`src/rtl/vga_fill_ctrl_if.sv`:
```
// Bus bundle for vga_fill_ctrl: CPU-facing Avalon-MM slave port plus irq, and
// the Avalon-MM master port toward vga_avalon.
interface vga_fill_ctrl_if;
    logic [2:0]  s_address;
    logic        s_read;
    logic        s_write;
    logic [31:0] s_writedata;
    logic [31:0] s_readdata;
    logic        irq;

    logic [3:0]  m_address;
    logic        m_write;
    logic [31:0] m_writedata;
    logic        m_waitrequest;

    modport slave (
        input  s_address, s_read, s_write, s_writedata,
        output s_readdata, irq
    );

    modport master (
        output m_address, m_write, m_writedata,
        input  m_waitrequest
    );
endinterface

```
`src/rtl/vga_fill_ctrl.sv`:
```
// Rectangle-fill sequencer: programmed over an Avalon-MM slave, emits one
// master write per pixel in row-major order. Optional macro VGA_FILL_CLIP_EN clips to the screen.
module vga_fill_ctrl #(
    parameter int SCREEN_W = 160,
    parameter int SCREEN_H = 120,
    parameter int COORD_W  = 8
) (
    input  logic             clk,
    input  logic             reset,
    vga_fill_ctrl_if.slave   s_bus,
    vga_fill_ctrl_if.master  m_bus
);

`ifdef VGA_FILL_CLIP_EN
    localparam bit CLIP = 1'b1;
`else
    localparam bit CLIP = 1'b0;
`endif

    localparam logic [COORD_W:0]   W_LIM = (COORD_W+1)'(SCREEN_W);
    localparam logic [COORD_W:0]   H_LIM = (COORD_W+1)'(SCREEN_H);
    localparam logic [COORD_W-1:0] X_MAX = COORD_W'(SCREEN_W - 1);
    localparam logic [COORD_W-1:0] Y_MAX = COORD_W'(SCREEN_H - 1);

    typedef enum logic [1:0] {IDLE, LOAD, ISSUE, DONE} state_t;

    state_t r_state, w_state_next;

    logic [COORD_W-1:0] r_x0, r_y0, r_x1, r_y1;
    logic [7:0]         r_colour;
    logic               r_irq_en;
    logic               r_done;
    logic [15:0]        r_count;
    logic [COORD_W-1:0] r_xs, r_xe, r_ye;
    logic [COORD_W-1:0] r_cx, r_cy;
    logic [31:0]        r_readdata;

    logic               w_busy;
    logic               w_wr_ctrl;
    logic               w_wr_status;
    logic               w_start;
    logic               w_accept;
    logic               w_last;
    logic               w_offscreen;
    logic [COORD_W-1:0] w_xs, w_xe, w_ys, w_ye;
    logic [31:0]        w_rd_mux;

    assign w_busy      = (r_state != IDLE);
    assign w_wr_ctrl   = s_bus.s_write && (s_bus.s_address == 3'd3);
    assign w_wr_status = s_bus.s_write && (s_bus.s_address == 3'd4);
    assign w_start     = w_wr_ctrl && s_bus.s_writedata[0] && (r_state == IDLE);
    assign w_accept    = (r_state == ISSUE) && !m_bus.m_waitrequest;
    assign w_last      = (r_cx == r_xe) && (r_cy == r_ye);

    // Normalise corners; with clipping, trim the far edge and flag a fill
    // whose near corner already lies off screen.
    always_comb begin
        w_xs        = (r_x0 < r_x1) ? r_x0 : r_x1;
        w_xe        = (r_x0 < r_x1) ? r_x1 : r_x0;
        w_ys        = (r_y0 < r_y1) ? r_y0 : r_y1;
        w_ye        = (r_y0 < r_y1) ? r_y1 : r_y0;
        w_offscreen = 1'b0;
        if (CLIP) begin
            if (w_xe > X_MAX) w_xe = X_MAX;
            if (w_ye > Y_MAX) w_ye = Y_MAX;
            w_offscreen = ({1'b0, w_xs} >= W_LIM) || ({1'b0, w_ys} >= H_LIM);
        end
    end

    always_comb begin
        w_state_next = r_state;
        unique case (r_state)
            IDLE:    if (w_start) w_state_next = LOAD;
            LOAD:    w_state_next = w_offscreen ? DONE : ISSUE;
            ISSUE:   if (w_accept && w_last) w_state_next = DONE;
            DONE:    w_state_next = IDLE;
            default: w_state_next = IDLE;
        endcase
    end

    always_ff @(posedge clk) begin
        if (reset) r_state <= IDLE;
        else       r_state <= w_state_next;
    end

    always_comb begin
        w_rd_mux = 32'h0;
        unique case (s_bus.s_address)
            3'd0:    w_rd_mux = {8'(r_y0), 8'(r_x0), 16'h0};
            3'd1:    w_rd_mux = {8'(r_y1), 8'(r_x1), 16'h0};
            3'd2:    w_rd_mux = {24'h0, r_colour};
            3'd3:    w_rd_mux = {29'h0, r_done, r_irq_en, w_busy};
            3'd4:    w_rd_mux = {16'h0, r_count};
            default: w_rd_mux = 32'h0;
        endcase
    end

    always_ff @(posedge clk) begin
        if (reset) begin
            r_x0       <= '0;
            r_y0       <= '0;
            r_x1       <= '0;
            r_y1       <= '0;
            r_colour   <= '0;
            r_irq_en   <= 1'b0;
            r_done     <= 1'b0;
            r_count    <= '0;
            r_xs       <= '0;
            r_xe       <= '0;
            r_ye       <= '0;
            r_cx       <= '0;
            r_cy       <= '0;
            r_readdata <= '0;
        end else begin
            // Read mux sees pre-write register values on a combined read/write.
            r_readdata <= s_bus.s_read ? w_rd_mux : 32'h0;

            if (s_bus.s_write && !w_busy) begin
                unique case (s_bus.s_address)
                    3'd0: begin
                        r_x0 <= s_bus.s_writedata[16 +: COORD_W];
                        r_y0 <= s_bus.s_writedata[24 +: COORD_W];
                    end
                    3'd1: begin
                        r_x1 <= s_bus.s_writedata[16 +: COORD_W];
                        r_y1 <= s_bus.s_writedata[24 +: COORD_W];
                    end
                    3'd2:    r_colour <= s_bus.s_writedata[7:0];
                    default: ;
                endcase
            end

            if (w_wr_ctrl) r_irq_en <= s_bus.s_writedata[1];

            if (r_state == DONE)              r_done <= 1'b1;
            else if (w_start || w_wr_status)  r_done <= 1'b0;

            if (w_start)       r_count <= '0;
            else if (w_accept) r_count <= r_count + 16'd1;

            if (r_state == LOAD) begin
                r_xs <= w_xs;
                r_xe <= w_xe;
                r_ye <= w_ye;
                r_cx <= w_xs;
                r_cy <= w_ys;
            end else if (w_accept) begin
                if (r_cx == r_xe) begin
                    r_cx <= r_xs;
                    r_cy <= r_cy + 1'b1;
                end else begin
                    r_cx <= r_cx + 1'b1;
                end
            end
        end
    end

    assign m_bus.m_address   = 4'h0;
    assign m_bus.m_write     = (r_state == ISSUE);
    assign m_bus.m_writedata = (r_state == ISSUE) ? {8'(r_cy), 8'(r_cx), 8'h00, r_colour} : 32'h0;
    assign s_bus.s_readdata  = r_readdata;
    assign s_bus.irq         = r_done & r_irq_en;

endmodule
```
`src/flat_wrapper.sv`:
```
// flat-port wrapper written by rule: the top's interface ports become plain ports
module vga_fill_ctrl_flat 
#(
    parameter int SCREEN_W = 160,
    parameter int SCREEN_H = 120,
    parameter int COORD_W  = 8
)
  (clk, reset, s_bus_s_address, s_bus_s_read, s_bus_s_write, s_bus_s_writedata, s_bus_s_readdata, s_bus_irq, m_bus_m_address, m_bus_m_write, m_bus_m_writedata, m_bus_m_waitrequest);
  vga_fill_ctrl_if s_bus_i ();
  vga_fill_ctrl_if m_bus_i ();
  input  logic clk;
  input  logic reset;
  input wire logic [$bits(s_bus_i.s_address)-1:0] s_bus_s_address;
  input wire logic [$bits(s_bus_i.s_read)-1:0] s_bus_s_read;
  input wire logic [$bits(s_bus_i.s_write)-1:0] s_bus_s_write;
  input wire logic [$bits(s_bus_i.s_writedata)-1:0] s_bus_s_writedata;
  output wire logic [$bits(s_bus_i.s_readdata)-1:0] s_bus_s_readdata;
  output wire logic [$bits(s_bus_i.irq)-1:0] s_bus_irq;
  output wire logic [$bits(m_bus_i.m_address)-1:0] m_bus_m_address;
  output wire logic [$bits(m_bus_i.m_write)-1:0] m_bus_m_write;
  output wire logic [$bits(m_bus_i.m_writedata)-1:0] m_bus_m_writedata;
  input wire logic [$bits(m_bus_i.m_waitrequest)-1:0] m_bus_m_waitrequest;
  assign s_bus_i.s_address = s_bus_s_address;
  assign s_bus_i.s_read = s_bus_s_read;
  assign s_bus_i.s_write = s_bus_s_write;
  assign s_bus_i.s_writedata = s_bus_s_writedata;
  assign s_bus_s_readdata = s_bus_i.s_readdata;
  assign s_bus_irq = s_bus_i.irq;
  assign m_bus_m_address = m_bus_i.m_address;
  assign m_bus_m_write = m_bus_i.m_write;
  assign m_bus_m_writedata = m_bus_i.m_writedata;
  assign m_bus_i.m_waitrequest = m_bus_m_waitrequest;
  vga_fill_ctrl #(.SCREEN_W(SCREEN_W), .SCREEN_H(SCREEN_H), .COORD_W(COORD_W)) u_core (.clk(clk), .reset(reset), .s_bus(s_bus_i), .m_bus(m_bus_i));
endmodule
```
`config.mk`:
```
export PLATFORM = sky130hd
export DESIGN_NAME = vga_fill_ctrl_flat
export DESIGN_NICKNAME = d
export VERILOG_FILES = /design/src/rtl/vga_fill_ctrl_if.sv /design/src/rtl/vga_fill_ctrl.sv /design/src/flat_wrapper.sv
export SDC_FILE = /design/constraint.sdc
export NUM_CORES = 1
export LEC_CHECK = 0
export ABC_AREA = 1
export BUFFER_PORTS_ARGS = -buffer_cell sky130_fd_sc_hd__buf_2
export CAP_MARGIN = 20
export CORE_UTILIZATION = 25
export DETAILED_ROUTE_END_ITERATION = 10
export GPL_TIMING_DRIVEN = 0
export PLACE_DENSITY = 0.43
export SLEW_MARGIN = 20
export SYNTH_ARGS = -nofsm -noshare
export SYNTH_HDL_FRONTEND = slang
export SYNTH_SLANG_ARGS = --single-unit
```
`constraint.sdc`:
```
create_clock -name clk -period 3 [get_ports clk]
set_input_delay 0.75 -clock clk [delete_from_list [all_inputs] [get_ports clk]]
set_output_delay 0.75 -clock clk [all_outputs]
set_load 0.02 [all_outputs]
```
==> results.cfg <==
[outcome]
status = complete, no violations

[setup_path]
crit_path_cell_trace = inv_1 -> ha_1 -> buf_6 -> clkbuf_1 -> nand2_1 -> inv_1 -> buf_2
crit_required_ns = 2.25
cp_slowest_cell = clkbuf_1
r2r_end = u_core.r_y1[6]
critPathTopFamily = buffers and inverters
cpPeakStageDelay_ns = 0.38
setup.worst_path.start_class = flop
cpMostUsedCell = inv_1
timing.rr.start = u_core.r_state[0]
path_class = reg -> out
cp-end-kind = output port
critPathArrivalTime_ns = 1.99
r2r_slack_ns = 0.64
r2r_cells = 8
crit_buf_inv = 5
cp_max_fo = 10

[floorplan]
die_w_um = 169
fp-row-count = 60
die-height_um = 169
initial_core_util = 0.256
coreArea_um2 = 27100
die-area_um2 = 28400
io_pins = 110

[grt]
overflow = 0
grt_pass1_vias = 6297
grt_pass1_wl_um = 32800
grt_use_total = 0.148
antenna_found_initial = 1
grt_max_degree = 17

[timing]
hold_viol_final = 0
fin_crit_sh = 0.915
maxSlewViolCount = 0
rsz0062_at_grt = no
worst_slew_pin_slew_ns = 0.821
fin_setup_tns_ns = 0
period_minus_slack_ns = 2.74
fmax_mhz = 364
final.setup_skew_ns = 0.0113
slew_headroom = 0.450
setup_violations = 0

[drt]
drc_errors = 0
totalWireLength_um = 20100
first_iter_violations = 444
viasPerCell = 4.26
wire_per_inst_um = 13.2
dr.pass1.iters = 5
ant_nets = 0
vias = 6495

[clock_tree]
cts_hold_buf = 0
cts_root_buffer = clkbuf_16
path_clk_slew_ns = 0.07
cts-htree-levels = 4
cts_tree = yes
ctsResizeCount = 0
clock_sinks = 132
cts_buffers = 17
cts_setup_buffers = 0
clk_latency_ns = 0.42
clockBufferDepth = 2

[placement]
hpwl_um = 15700
gp_congestion = 0.790
io_buffer_count = 86

[logic_synthesis]
yosysSeqAreaShare = 0.381
synth.avg_cell_area_um2 = 6.79
ys.warnings.count = 0
ys_top_cells_by_area = dfxtp_1 38%, nand2_1 13%, a21oi_1 7.9%
synth_area_um2 = 6930
async_flop_share = 0
synth_cells = 1021
synth_edf_count = 0
synth_top_area_share = 0.381
synth_seq_cells = 132
synth_top_area_cell = dfxtp_1
synth.distinct_cells = 39
synth_flop_cell = dfxtp_1

[flow_run]
max_cap_viol_count = 0

[power]
p_leak_nw = 3.84
power.density_nw_per_um2 = 837
irDropWorstVdd_mv = 0.311

[final_layout]
layout.nets = 1199
area_growth_pct = 21.9
layout-drive-gt1-share = 0.151
fillers = 3003
fin_util = 0.312

[hold_path]
whs_endpoint = u_core.s_bus.s_readdata[29]
min_path_type = reg -> reg
worstHoldStart = u_core.r_y1[5]
hold_depth = 2
## cells in the mapped netlist, types with 3 or more instances
master,instances
inv_2,4
nand2_1,244
ha_1,22
nor3_4,4
nand3_1,98
nand2_2,6
inv_1,134
buf_1,4
o21ai_0,72
xor2_1,11
xnor2_1,10
clkbuf_1,26
nor2_4,5
nor2_1,78
nor3_1,13
a21oi_1,109
buf_4,14
dfxtp_1,132
nand4_1,3
buf_2,12
## power by group
group / switching [mW] / internal [mW]
Combinational: 1.87 / 0.950
Clock: 0.864 / 1.20
Sequential: 0.220 / 1.97
Total: 2.95 / 4.12
## stage by stage
step	instances	total power, mW	hold slack [ns]	instance area [um2]	setup WS [ns]
after floorplan	1032	4.36	0.438	6970	0.881
after global placement	1490	5.07	0.449	7870	0.325
after detailed placement	1490	5.07	0.459	7870	0.322
after CTS	1522	7.17	0.471	8450	0.169
after global routing	1522	7.71	0.485	8450	0.0244
final	1523	7.07	0.465	8450	0.255
## logic make-up (layout without fill, tap and decap cells)
logic type | Yosys count | in the layout | share of synthesized area
xor+xnor | 21 | 21 | 0.0265
simple gates | 461 | 461 | 0.296
fa+ha+maj | 22 | 22 | 0.0397
flops | 132 | 132 | 0.381
compound gates | 185 | 185 | 0.136
buf+inv | 199 | 317 | 0.120
other cells | 1 | 13 | 0.000541
## worst register-to-register path: stages, from the launching register on
cell and delay, ns:
dfxtp_1 0.32, inv_1 0.12, ha_1 0.28, nand2_1 0.15
nor4_1 0.49, inv_1 0.22, clkbuf_1 0.32, o21ai_0 0.27
a21oi_1 0.07
## cell usage in the layout (no fill, tap or decap), drive strengths merged, types with 10 or more instances in the layout
| master | synthesis | routed |
|---|---|---|
| nand2 | 251 | 251 |
| inv | 139 | 144 |
| dfxtp | 132 | 132 |
| buf | 32 | 118 |
| a21oi | 109 | 109 |
| nand3 | 99 | 99 |
| nor2 | 85 | 85 |
| o21ai | 73 | 73 |
| clkbuf | 27 | 47 |
| ha | 22 | 22 |
| nor3 | 18 | 18 |
| conb | 1 | 12 |
| xor2 | 11 | 11 |
| xnor2 | 10 | 10 |
## state kept, by name, summed over array words and instances, names as in the netlist
| register | count |
|---|---|
| u_core.s_bus.s_readdata | 32 |
| u_core.r_colour | 8 |
| u_core.r_ye | 8 |
| u_core.r_xs | 8 |
| u_core.r_done | 1 |
| u_core.r_xe | 8 |
| u_core.r_irq_en | 1 |
| u_core.r_y1 | 8 |
| u_core.r_cy | 8 |
| u_core.r_y0 | 8 |
| u_core.r_cx | 8 |
| u_core.r_count | 16 |
| u_core.r_x1 | 8 |
| u_core.r_x0 | 8 |
| u_core.r_state | 2 |
## worst max path at each step
| stage | startpoint | endpoint | slack (ns) | cells past startpoint |
|---|---|---|---|---|
| detailed placement | s_bus_s_address[0] | u_core.r_y0[6] | 0.32 | 6 |
| finish | u_core.r_state[0] | m_bus_m_writedata[23] | 0.26 | 7 |
| global placement | s_bus_s_address[0] | u_core.r_y0[6] | 0.33 | 6 |
| CTS | u_core.r_state[0] | m_bus_m_writedata[23] | 0.17 | 7 |
| global route | u_core.r_state[0] | m_bus_m_writedata[23] | 0.02 | 7 |
| floorplan | u_core.r_state[0] | m_bus_m_writedata[16] | 0.88 | 6 |
## per-layer routing
layer  GRT usage  wire length, um  up-vias
met5           0                0        -
met4      0.0391              206        0
met3      0.0297              909       15
met2       0.228             8550      130
met1       0.208            10400     2895
li1            -                -     3455
## cell type report
cell class,instances,area [um2],share of cell area
clock buffers,20,457,0.0541
well taps,372,465,0.0551
plain buffers,59,305,0.0361
flip-flops and latches,132,2640,0.313
multi-input cells,701,3500,0.414
repair buffers,86,430,0.0509
inverters,140,528,0.0625
diodes,1,2.50,0.000296
clock inverters,12,119,0.0141
Note: power is estimated with default switching activity, not from simulation.
